[src/rtl/if_id_stage_pkg.sv]
// Shared front-end definitions: datapath width, reset/bubble constants,
// fetch FSM encoding and the RV32I major opcodes decoded by the control unit.
package if_id_stage_pkg;

    localparam int          IF_XLEN      = 32;
    localparam logic [31:0] IF_RESET_PC  = 32'h0000_0000;
    localparam logic [31:0] IF_NOP_INSTR = 32'h0000_0013;  // addi x0,x0,0

    typedef enum logic [1:0] {
        S_REQ  = 2'd0,  // request presented to imem
        S_WAIT = 2'd1,  // one fetch in flight, waiting for its word
        S_HOLD = 2'd2,  // word parked in skid while ID is stalled
        S_DROP = 2'd3   // stale fetch in flight after a redirect
    } if_state_e;

    localparam logic [6:0] OP_LOAD   = 7'b0000011;
    localparam logic [6:0] OP_IMM    = 7'b0010011;
    localparam logic [6:0] OP_AUIPC  = 7'b0010111;
    localparam logic [6:0] OP_STORE  = 7'b0100011;
    localparam logic [6:0] OP_REG    = 7'b0110011;
    localparam logic [6:0] OP_LUI    = 7'b0110111;
    localparam logic [6:0] OP_BRANCH = 7'b1100011;
    localparam logic [6:0] OP_JALR   = 7'b1100111;
    localparam logic [6:0] OP_JAL    = 7'b1101111;

endpackage

[src/rtl/if_skid_buf.sv]
// One-entry holding buffer for a fetched word that arrives while ID is stalled.
// A load in the same cycle as clear/drain wins: the new word is younger.
module if_skid_buf #(
    parameter int XLEN = 32
) (
    input  logic            clk,
    input  logic            rst,
    input  logic            load,
    input  logic            drain,
    input  logic            clear,
    input  logic [XLEN-1:0] ld_pc,
    input  logic [XLEN-1:0] ld_instr,
    output logic            valid,
    output logic [XLEN-1:0] pc,
    output logic [XLEN-1:0] instr
);

    // Entry state: load captures, drain/clear empty it
    always_ff @(posedge clk or negedge rst) begin
        if (!rst) begin
            valid <= 1'b0;
            pc    <= '0;
            instr <= '0;
        end else if (load) begin
            valid <= 1'b1;
            pc    <= ld_pc;
            instr <= ld_instr;
        end else if (clear || drain) begin
            valid <= 1'b0;
        end
    end

endmodule

[src/rtl/if_id_stage.sv]
// Instruction fetch + IF/ID register. Keeps at most one fetch outstanding,
// parks a word in the skid buffer when ID is stalled, and discards the word
// of a fetch that was overtaken by a redirect.
module if_id_stage
    import if_id_stage_pkg::*;
#(
    parameter int              XLEN      = IF_XLEN,
    parameter logic [XLEN-1:0] RESET_PC  = IF_RESET_PC,
    parameter logic [XLEN-1:0] NOP_INSTR = IF_NOP_INSTR
) (
    input  logic            clk,
    input  logic            rst,
    output logic            imem_req_valid,
    output logic [XLEN-1:0] imem_req_addr,
    input  logic            imem_req_ready,
    input  logic            imem_rsp_valid,
    input  logic [XLEN-1:0] imem_rsp_data,
    input  logic            stall,
    input  logic            flush,
    input  logic            redirect_valid,
    input  logic [XLEN-1:0] redirect_pc,
    output logic            id_valid,
    output logic [XLEN-1:0] id_pc,
    output logic [XLEN-1:0] id_pc4,
    output logic [XLEN-1:0] id_instr,
    output logic [6:0]      Op,
    output logic [2:0]      funct3,
    output logic [6:0]      funct7,
    output logic [4:0]      rs1,
    output logic [4:0]      rs2,
    output logic [4:0]      rd
);

    if_state_e       state;
    logic [XLEN-1:0] pc;
    logic [XLEN-1:0] fetch_pc;     // address of the fetch currently in flight
    logic [XLEN-1:0] redirect_tgt;
    logic            fire;
    logic            rsp_live;     // response that belongs in the pipe
    logic            skid_valid, skid_load, skid_drain, skid_clear;
    logic [XLEN-1:0] skid_pc, skid_instr;

    // Request is held low for the whole reset window
    assign imem_req_valid = rst && (state == S_REQ);
    assign imem_req_addr  = pc;
    assign fire           = imem_req_valid && imem_req_ready;
    assign rsp_live       = imem_rsp_valid && (state == S_WAIT) && !redirect_valid;
    assign redirect_tgt   = redirect_pc & ~(XLEN'(3));

    // Skid control: redirect/flush wipe it, a stalled live response fills it
    always_comb begin
        skid_clear = redirect_valid || flush;
        skid_load  = rsp_live && stall;
        skid_drain = (state == S_HOLD) && skid_valid && !stall && !flush && !redirect_valid;
    end

    if_skid_buf #(.XLEN(XLEN)) u_skid (
        .clk      (clk),
        .rst      (rst),
        .load     (skid_load),
        .drain    (skid_drain),
        .clear    (skid_clear),
        .ld_pc    (fetch_pc),
        .ld_instr (imem_rsp_data),
        .valid    (skid_valid),
        .pc       (skid_pc),
        .instr    (skid_instr)
    );

    // PC, fetch FSM and ID slot; priority is redirect > flush > stall
    always_ff @(posedge clk or negedge rst) begin
        if (!rst) begin
            state    <= S_REQ;
            pc       <= RESET_PC & ~(XLEN'(3));
            fetch_pc <= '0;
            id_valid <= 1'b0;
            id_pc    <= '0;
            id_pc4   <= '0;
            id_instr <= NOP_INSTR;
        end else begin
            if (fire)
                fetch_pc <= pc;
            if (redirect_valid)
                pc <= redirect_tgt;
            else if (fire)
                pc <= pc + XLEN'(4);

            // ID slot: a live word moves in unless stalled; otherwise it bubbles
            if (redirect_valid) begin
                id_valid <= 1'b0;
                id_instr <= NOP_INSTR;
            end else if (rsp_live && !stall) begin
                id_valid <= 1'b1;
                id_pc    <= fetch_pc;
                id_pc4   <= fetch_pc + XLEN'(4);
                id_instr <= imem_rsp_data;
            end else if (skid_drain) begin
                id_valid <= 1'b1;
                id_pc    <= skid_pc;
                id_pc4   <= skid_pc + XLEN'(4);
                id_instr <= skid_instr;
            end else if (flush || !stall) begin
                id_valid <= 1'b0;
                id_instr <= NOP_INSTR;
            end

            // A fetch still in flight after a redirect must be drained in S_DROP
            if (redirect_valid) begin
                if (fire || (((state == S_WAIT) || (state == S_DROP)) && !imem_rsp_valid))
                    state <= S_DROP;
                else
                    state <= S_REQ;
            end else begin
                case (state)
                    S_REQ:   if (fire) state <= S_WAIT;
                    S_WAIT:  if (imem_rsp_valid) state <= stall ? S_HOLD : S_REQ;
                    S_HOLD:  if (flush || !stall) state <= S_REQ;
                    S_DROP:  if (imem_rsp_valid) state <= S_REQ;
                    default: state <= S_REQ;
                endcase
            end
        end
    end

    assign Op     = id_instr[6:0];
    assign funct3 = id_instr[14:12];
    assign funct7 = id_instr[31:25];
    assign rs1    = id_instr[19:15];
    assign rs2    = id_instr[24:20];
    assign rd     = id_instr[11:7];

endmodule
[config.mk]
export PLATFORM = sky130hd
export DESIGN_NAME = if_id_stage
export DESIGN_NICKNAME = d
export VERILOG_FILES = /design/src/rtl/if_id_stage_pkg.sv /design/src/rtl/if_skid_buf.sv /design/src/rtl/if_id_stage.sv
export SDC_FILE = /design/constraint.sdc
export NUM_CORES = 1
export LEC_CHECK = 0
export ABC_AREA = 0
export CORE_MARGIN = 4
export CORE_UTILIZATION = 51
export CTS_BUF_LIST = sky130_fd_sc_hd__clkbuf_4 sky130_fd_sc_hd__clkbuf_8
export CTS_CLUSTER_SIZE = 20
export DETAILED_ROUTE_END_ITERATION = 10
export PLACE_DENSITY_LB_ADDON = 0.3
export SLEW_MARGIN = 15
export SYNTH_ARGS = -nofsm -noshare
export SYNTH_HDL_FRONTEND = slang
export SYNTH_SLANG_ARGS = --single-unit
[constraint.sdc]
create_clock -name clk -period 7.3 [get_ports clk]
set_clock_uncertainty 0.2 [all_clocks]
set_input_delay 1.46 -clock clk [delete_from_list [all_inputs] [get_ports clk]]
set_output_delay 1.46 -clock clk [all_outputs]
set_load 0.01 [all_outputs]
==> results of run 1 <==
## logic make-up (layout without fill, tap and decap cells)
| kind of cell | count (synthesis) | after routing |
|---|---|---|
| simple gates | 333 | 333 |
| flops | 218 | 218 |
| compound gates | 164 | 164 |
| buf+inv | 135 | 337 |
| mux | 112 | 112 |
| xor+xnor | 62 | 62 |
| fa+ha+maj | 2 | 2 |
| other cells | 1 | 6 |
## sequential cells by signal, indices dropped and copies added, names as in the netlist
register       flops
u_skid.instr      32
u_skid.valid       1
id_instr          32
state              2
fetch_pc          30
imem_req_addr     30
u_skid.pc         30
id_pc             30
id_valid           1
id_pc4            30
## per-layer routing
layer  up-vias  global-route usage, %
li1       3986                      -
met1      4211                  32.22
met2       352                  36.41
met3        45                  5.737
met4         0                  6.322
met5         -                      0
## placed cells by master (no fill, tap or decap), drive strengths merged, types with 3 or more instances in the layout
cell | netlist | routed
clkdlybuf4s50 | 0 | 222
dfrtp | 215 | 215
nand2 | 129 | 129
mux2 | 93 | 93
nor2 | 71 | 71
clkbuf | 47 | 62
o21ai | 46 | 46
inv | 37 | 37
xor2 | 33 | 33
nand3 | 32 | 32
a222oi | 29 | 29
xnor2 | 29 | 29
nor3 | 29 | 29
a21oi | 24 | 24
a31oi | 22 | 22
nand4 | 20 | 20
and3 | 20 | 20
mux2i | 19 | 19
nor4 | 12 | 12
buf | 51 | 11
o22ai | 6 | 6
a22oi | 6 | 6
conb | 1 | 6
o211ai | 4 | 4
and4 | 4 | 4
a211oi | 4 | 4
o221ai | 4 | 4
o21bai | 3 | 3
a21o | 3 | 3
a221o | 3 | 3
clkinv | 0 | 3
dfstp | 3 | 3
nor3b | 3 | 3
and2 | 3 | 3
a2111oi | 3 | 3
## power by group
part           internal, mW  switching, mW
clock network         0.707          0.479
logic                 0.730          0.529
registers              1.63          0.459
## layout make-up
class | instances | share of cell area [%]
clock buffers | 62 | 5.705
clock inverters | 5 | 0.3852
inverters | 37 | 1.018
multi-input cells | 679 | 33.46
flip-flops and latches | 218 | 40.02
well taps | 270 | 2.477
repair buffers | 233 | 16.93
## worst register-to-register path, stage by stage (launching register included)
cell and delay (ns):
dfrtp_1 0.47, nor3b_2 0.60, nand2_2 0.55, nand2_1 0.24, nand2_1 0.08, ha_1 0.32, and4_1 0.35, and4b_1 0.28
nor2_1 0.24, xor2_1 0.17, a22oi_1 0.08
## how the worst max path moves through the flow
| stage | startpoint | to | slack, ns | cells past startpoint |
|---|---|---|---|---|
| 6_report | stall | id_pc4[22] | 2.64 | 12 |
| 5_1_grt | redirect_valid | id_pc4[22] | 2.37 | 13 |
| 4_1_cts | stall | id_pc4[22] | 2.72 | 12 |
| 3_5_place_dp | stall | id_pc4[22] | 2.18 | 12 |
| 3_3_place_gp | stall | id_pc4[22] | 2.27 | 12 |
| 2_1_floorplan | redirect_valid | id_pc4[22] | 2.50 | 16 |
==> out/results.tsv, run 1 <==
metric	value	unit
Lkg Pwr	5.901	nW
Synth area leader	dfrtp_1	
filler cell count	1614	
Cell Area, Placed	12810	sq um
Critical-path top delay cell	clkdlybuf4s50_1	
Pins Over Slew Limit	0	
H-tree levels	2	
fmax	0.2145	GHz
Yosys cell types	58	
initial antenna violation count	0	
setup bufs post-CTS	0	
FF-to-FF End	id_pc4[20]	
worst hold path class	reg -> reg	
Post-Syn Area per Cell	10.37	sq um
Seq/Total Area, Yosys	51.24	%
drt pass-1 iters	6	
Post-Route WL	27.59	mm
clock-pin slew on the worst setup and hold paths	0.06	ns
flop2flop setup slack	3.56	ns
# resized after CTS	0	
post-DR wirelength/cell	18.34	um
Critical Path AT	4.89	ns
Initial Utilization	52.32	%
minimum clock period	4.663	ns
final net count	1279	
Max rail drop VDD	0.0001229	V
path depth of the worst reg2reg path	10	
All-Layer GR Usage	23.09	%
Synth Area in Adders	0.2349	%
Hold Crit Endpoint	id_pc4[3]	
pin count of the biggest net entering global routing	77	
total power	4.536	mW
Synth Instances	1027	
clock sinks	218	
Synth Warn #	0	
RR Startpoint	state[0]	
area of the multi-input gates	4564	sq um
Power Dens Cells	332.6	nW/um^2
Row Count	52	
PnR worst setup slack	2.637	ns
top sig layer	met4	
most common flop cell mapped by yosys	dfrtp_1	
TNS Setup	0	ns
Synth Area in Compound Gates	10.70	%
slowest stage delay, CP	0.62	ns
Max Cap Viol	0	
count leader, synth	dfrtp_1	
Post-synth EDFFs	0	
share of the synthesized area in the top cell type	50.50	%
share of layout cells above drive strength 1	15.32	%
main combinational cell family by area after synthesis	simple AND/OR/NAND/NOR gates	
# diodes	0	
Final HPWL DP	18.94	mm
met1 WL	12.21	mm
I/O Buffers	224	
largest cells by area after synthesis	dfrtp_1 (50%), mux2_2 (9.8%), nand2_1 (4.5%)	
grt ovf	0	
initial DRC count	789	
Final Setup Violations	0	
GP Congestion	0.9149	
Post-Layout Cell Count	1504	
area of the mapped netlist	10650	sq um
FF/Latch Area	5459	sq um
root buf cell	clkbuf_8	
total CTS buffers	37	
crit end category	flop	
RSZ-0062 raised after global routing	no	
relative slew slack	30.21	%
first-pass GRT wire length	44.89	mm
die height	152.5	um
Place WS	2.179	ns
Clk Latency, worst-skew pair	0.52	ns
vias after detailed routing	8594	
hold buffers post-CTS	0	
most instantiated cells after synthesis	dfrtp_1 (215), nand2_1 (128), mux2_2 (93)	
WHS Path Cells	2	
Placed Instances	1437	
Least-Margin Pin Slew	1.044	ns
chip width	152.5	um
met3 wire len	2.026	mm
antenna-violating nets left	0	
number of remaining DRC errors	0	
fin util	66.98	%
vias in the first global route	8423	
area delta synth->final	28.03	%
Crit path top cell by count	nand2_1	
Buffers & Inverters on Critical Path	2	
clock tree buffer depth	3	
crit-path cells	clkdlybuf4s50_1 > nor2b_1 > nand2_2 > nand2_1 > nand2_1 > ha_1 > inv_1 > nor3_1 > and3_1 > nor2_1 > o21a_1 > o31ai_1	
Seq cells post-synth	218	
Final Hold Viols	0	
Final Cell Area	13640	sq um
Detail Route met2 WL	12.86	mm
Die Footprint	23270	sq um
Crit path max-delay family	simple AND/OR/NAND/NOR gates	
crit path kind	in -> reg	
crit-path max FO	29	
core area	20360	sq um
Startpoint Class	input port	
Simple-Gate Fraction of Synth Area	14.72	%
mux cell area share after synthesis	11.77	%
Via density	5.714	
outcome	complete, no violations	
I/O Pins	233	
Worst Path Required	7.53	ns
hold_sp	id_pc4[3]	
Final period util	63.87	%
Hold WS	0.2703	ns
Synth Area in XOR/XNOR	5.097	%
CTS tree	done	
fraction of registers with async set/reset	100.0	%
Note: power is estimated with default switching activity, not from simulation.
==> run 2: changes to the inputs <==
--- a/config.mk
+++ b/config.mk
@@ -7,7 +7,7 @@
 export LEC_CHECK = 0
 export ABC_AREA = 0
 export CORE_MARGIN = 4
-export CORE_UTILIZATION = 51
+export CORE_UTILIZATION = 48
 export CTS_BUF_LIST = sky130_fd_sc_hd__clkbuf_4 sky130_fd_sc_hd__clkbuf_8
 export CTS_CLUSTER_SIZE = 20
 export DETAILED_ROUTE_END_ITERATION = 10
==> constraint.sdc (replaced) <==
create_clock -name clk -period 4.2 [get_ports clk]
set_clock_uncertainty 0.2 [all_clocks]
set_input_delay 0.84 -clock clk [delete_from_list [all_inputs] [get_ports clk]]
set_output_delay 0.84 -clock clk [all_outputs]
set_load 0.01 [all_outputs]
==> run 2 against run 1 <==
Effect of this change: die area increased by 5.9%; cell area increased by 0.19%; cell count increased by 1.0%; largest power group unchanged; flip-flop and latch count unchanged; wire length increased by 3.9%; sequential power increased by 75%; global-route usage increased by 0.060 points; setup slack got worse by 2.0 ns; core utilization decreased by 4.4 points; first-iteration DRC count increased by 1.8%; power increased by 70%.
==> out/results.tsv, run 2 (synthesis gave the netlist of run 1 again) <==
metric	value	unit	change
drt pass-1 iters	10		+4
vias in the first global route	8489		+0.78%
initial DRC count	803		+1.8%
first-pass GRT wire length	46.06	mm	+2.6%
Buffers & Inverters on Critical Path	3		+1
root buf cell	clkbuf_8		
minimum clock period	3.552	ns	
Row Count	54		+3.8%
Worst Path Required	3.16	ns	-4.37 ns
Initial Utilization	48.82	%	-3.5 points
GP Congestion	0.9228		+0.86%
crit path kind	in -> out		
path depth of the worst reg2reg path	7		-3
chip width	157.0	um	+2.9%
Power Dens Cells	563.1	nW/um^2	+69%
total CTS buffers	37		unchanged
clock sinks	218		unchanged
worst hold path class	reg -> reg		
slowest stage delay, CP	0.61	ns	about the same
clock tree buffer depth	3		unchanged
Pins Over Slew Limit	0		unchanged
RSZ-0062 raised after global routing	no		
flop2flop setup slack	0.89	ns	-2.67 ns
FF-to-FF End	id_pc4[27]		
area delta synth->final	28.28	%	
highest-count cells in the layout ignoring fill and taps	clkdlybuf4s50_1 (222), dfrtp_1 (215), nand2_1 (128)		
Largest regs	id_instr: 32 flops, u_skid.instr: 32 flops		
Final Hold Viols	0		unchanged
Lkg Pwr	5.921	nW	+0.34%
Via density	5.627		-1.5%
post-DR wirelength/cell	18.86	um	+2.8%
Place WS	0.3500	ns	-1.829 ns
PnR worst setup slack	0.6476	ns	-1.990 ns
fmax	0.2815	GHz	
die height	157.0	um	+2.9%
Final period util	84.58	%	
final net count	1291		+0.94%
# diodes	0		unchanged
vias after detailed routing	8547		-0.55%
Die Footprint	24640	sq um	+5.9%
Max rail drop VDD	0.0002207	V	+80%
Critical Path AT	2.51	ns	-2.38 ns
CTS tree	done		
RR Startpoint	state[1]		
I/O Pins	233		unchanged
Critical Path Source	rst		
relative slew slack	47.97	%	+18 points
core area	21820	sq um	+7.2%
Least-Margin Pin Slew	0.7804	ns	-0.2639 ns
antenna-violating nets left	0		unchanged
Max Cap Viol	0		unchanged
Post-Route WL	28.65	mm	+3.9%
I/O Buffers	224		unchanged
All-Layer GR Usage	23.15	%	+0.060 points
outcome	complete, no violations		
Startpoint Class	input port		
grt ovf	0		unchanged
Final HPWL DP	19.98	mm	+5.5%
CP Depth	4		-8
crit end category	primary output		
share of layout cells above drive strength 1	15.50	%	+0.18 points
pin count of the biggest net entering global routing	146		+90%
initial antenna violation count	0		unchanged
Final Setup Violations	0		unchanged
# resized after CTS	0		unchanged
Critical path destination	imem_req_valid		
clock-pin slew on the worst setup and hold paths	0.06	ns	about the same
most common cell after layout, fill and taps aside	clkdlybuf4s50_1		
Clk Latency, worst-skew pair	0.54	ns	+0.02 ns
TNS Setup	0	ns	unchanged
Crit path max-delay family	buffers and inverters		
crit-path cells	dlygate4sd3_1 > clkbuf_8 > nor3b_1 > clkdlybuf4s50_1		
H-tree levels	2		unchanged
crit-path max FO	28		-3.4%
number of remaining DRC errors	0		unchanged
Critical-path top delay cell	clkdlybuf4s50_1		
==> run 2: cell types whose count changed in the layout (fill, tap and decap cells not counted), sizes merged <==
cell,change
clkinvlp,-1
inv,+1
dlygate4sd3,+1
bufinv,-1
clkbuf,-6
clkinv,+1
buf,+10
==> run 2: layout make-up <==
cell class,count,area [sq um]
Clock buffer,55,675.6
Clock inverter,5,28.78
Fill cell,1819,8157
Inverter,37,138.9
Multi-Input combinational cell,679,4563
Sequential cell,218,5459
Tap cell,280,350.3
Timing Repair Buffer,245,2451
==> run 2: power breakdown <==
part	total, mW	internal (mW)	switching, mW
Clock	1.84	1.02	0.815
Sequential	3.65	2.84	0.817
Combinational	2.20	1.28	0.923
==> run 2: worst min-delay path by stage <==
stage,slack (ns),endpoint,start,cells past startpoint
2_1_floorplan,0.25,id_instr[10],u_skid.instr[10],2
3_3_place_gp,0.26,id_instr[6],u_skid.instr[6],2
3_5_place_dp,0.26,id_pc4[3],id_pc4[3],2
4_1_cts,0.27,id_instr[27],u_skid.instr[27],2
5_1_grt,0.28,id_pc4[3],id_pc4[3],2
6_report,0.26,id_pc4[3],id_pc4[3],2
==> run 2: worst min-delay path: stages, from the launching register on <==
cell     delay (ns)
dfrtp_1        0.34
nand2_1        0.05
nand2_1        0.05
==> run 2: what timing repair did <==
| action | 4_1_cts | 5_1_grt |
|---|---|---|
| hold buffers | 1 | 0 |
| hold endpoints to repair | 25 | 0 |
| buffers inserted | 0 | 0 |
| setup endpoints to repair | 0 | 0 |
==> run 2: per-stage QoR <==
step	instance area (sq um)	hold slack (ns)	cells	power [mW]	util (%)
2_1_floorplan	10670	0.2536	1032	4.599	-
3_3_place_gp	12950	0.2565	1458	5.793	59.35
3_5_place_dp	12950	0.2585	1458	5.880	59.35
4_1_cts	13670	0.2690	1519	7.750	62.62
5_1_grt	13670	0.2771	1519	8.159	62.62
6_report	13670	0.2638	1519	7.695	62.62
==> run 2: metal layers <==
metal	up-vias	wire length, um	global-route usage [%]
met5	-	0	0
met2	374	12870	34.34
met3	63	2454	4.867
met4	0	730	7.397
met1	4104	12590	34.22
li1	4006	-	-
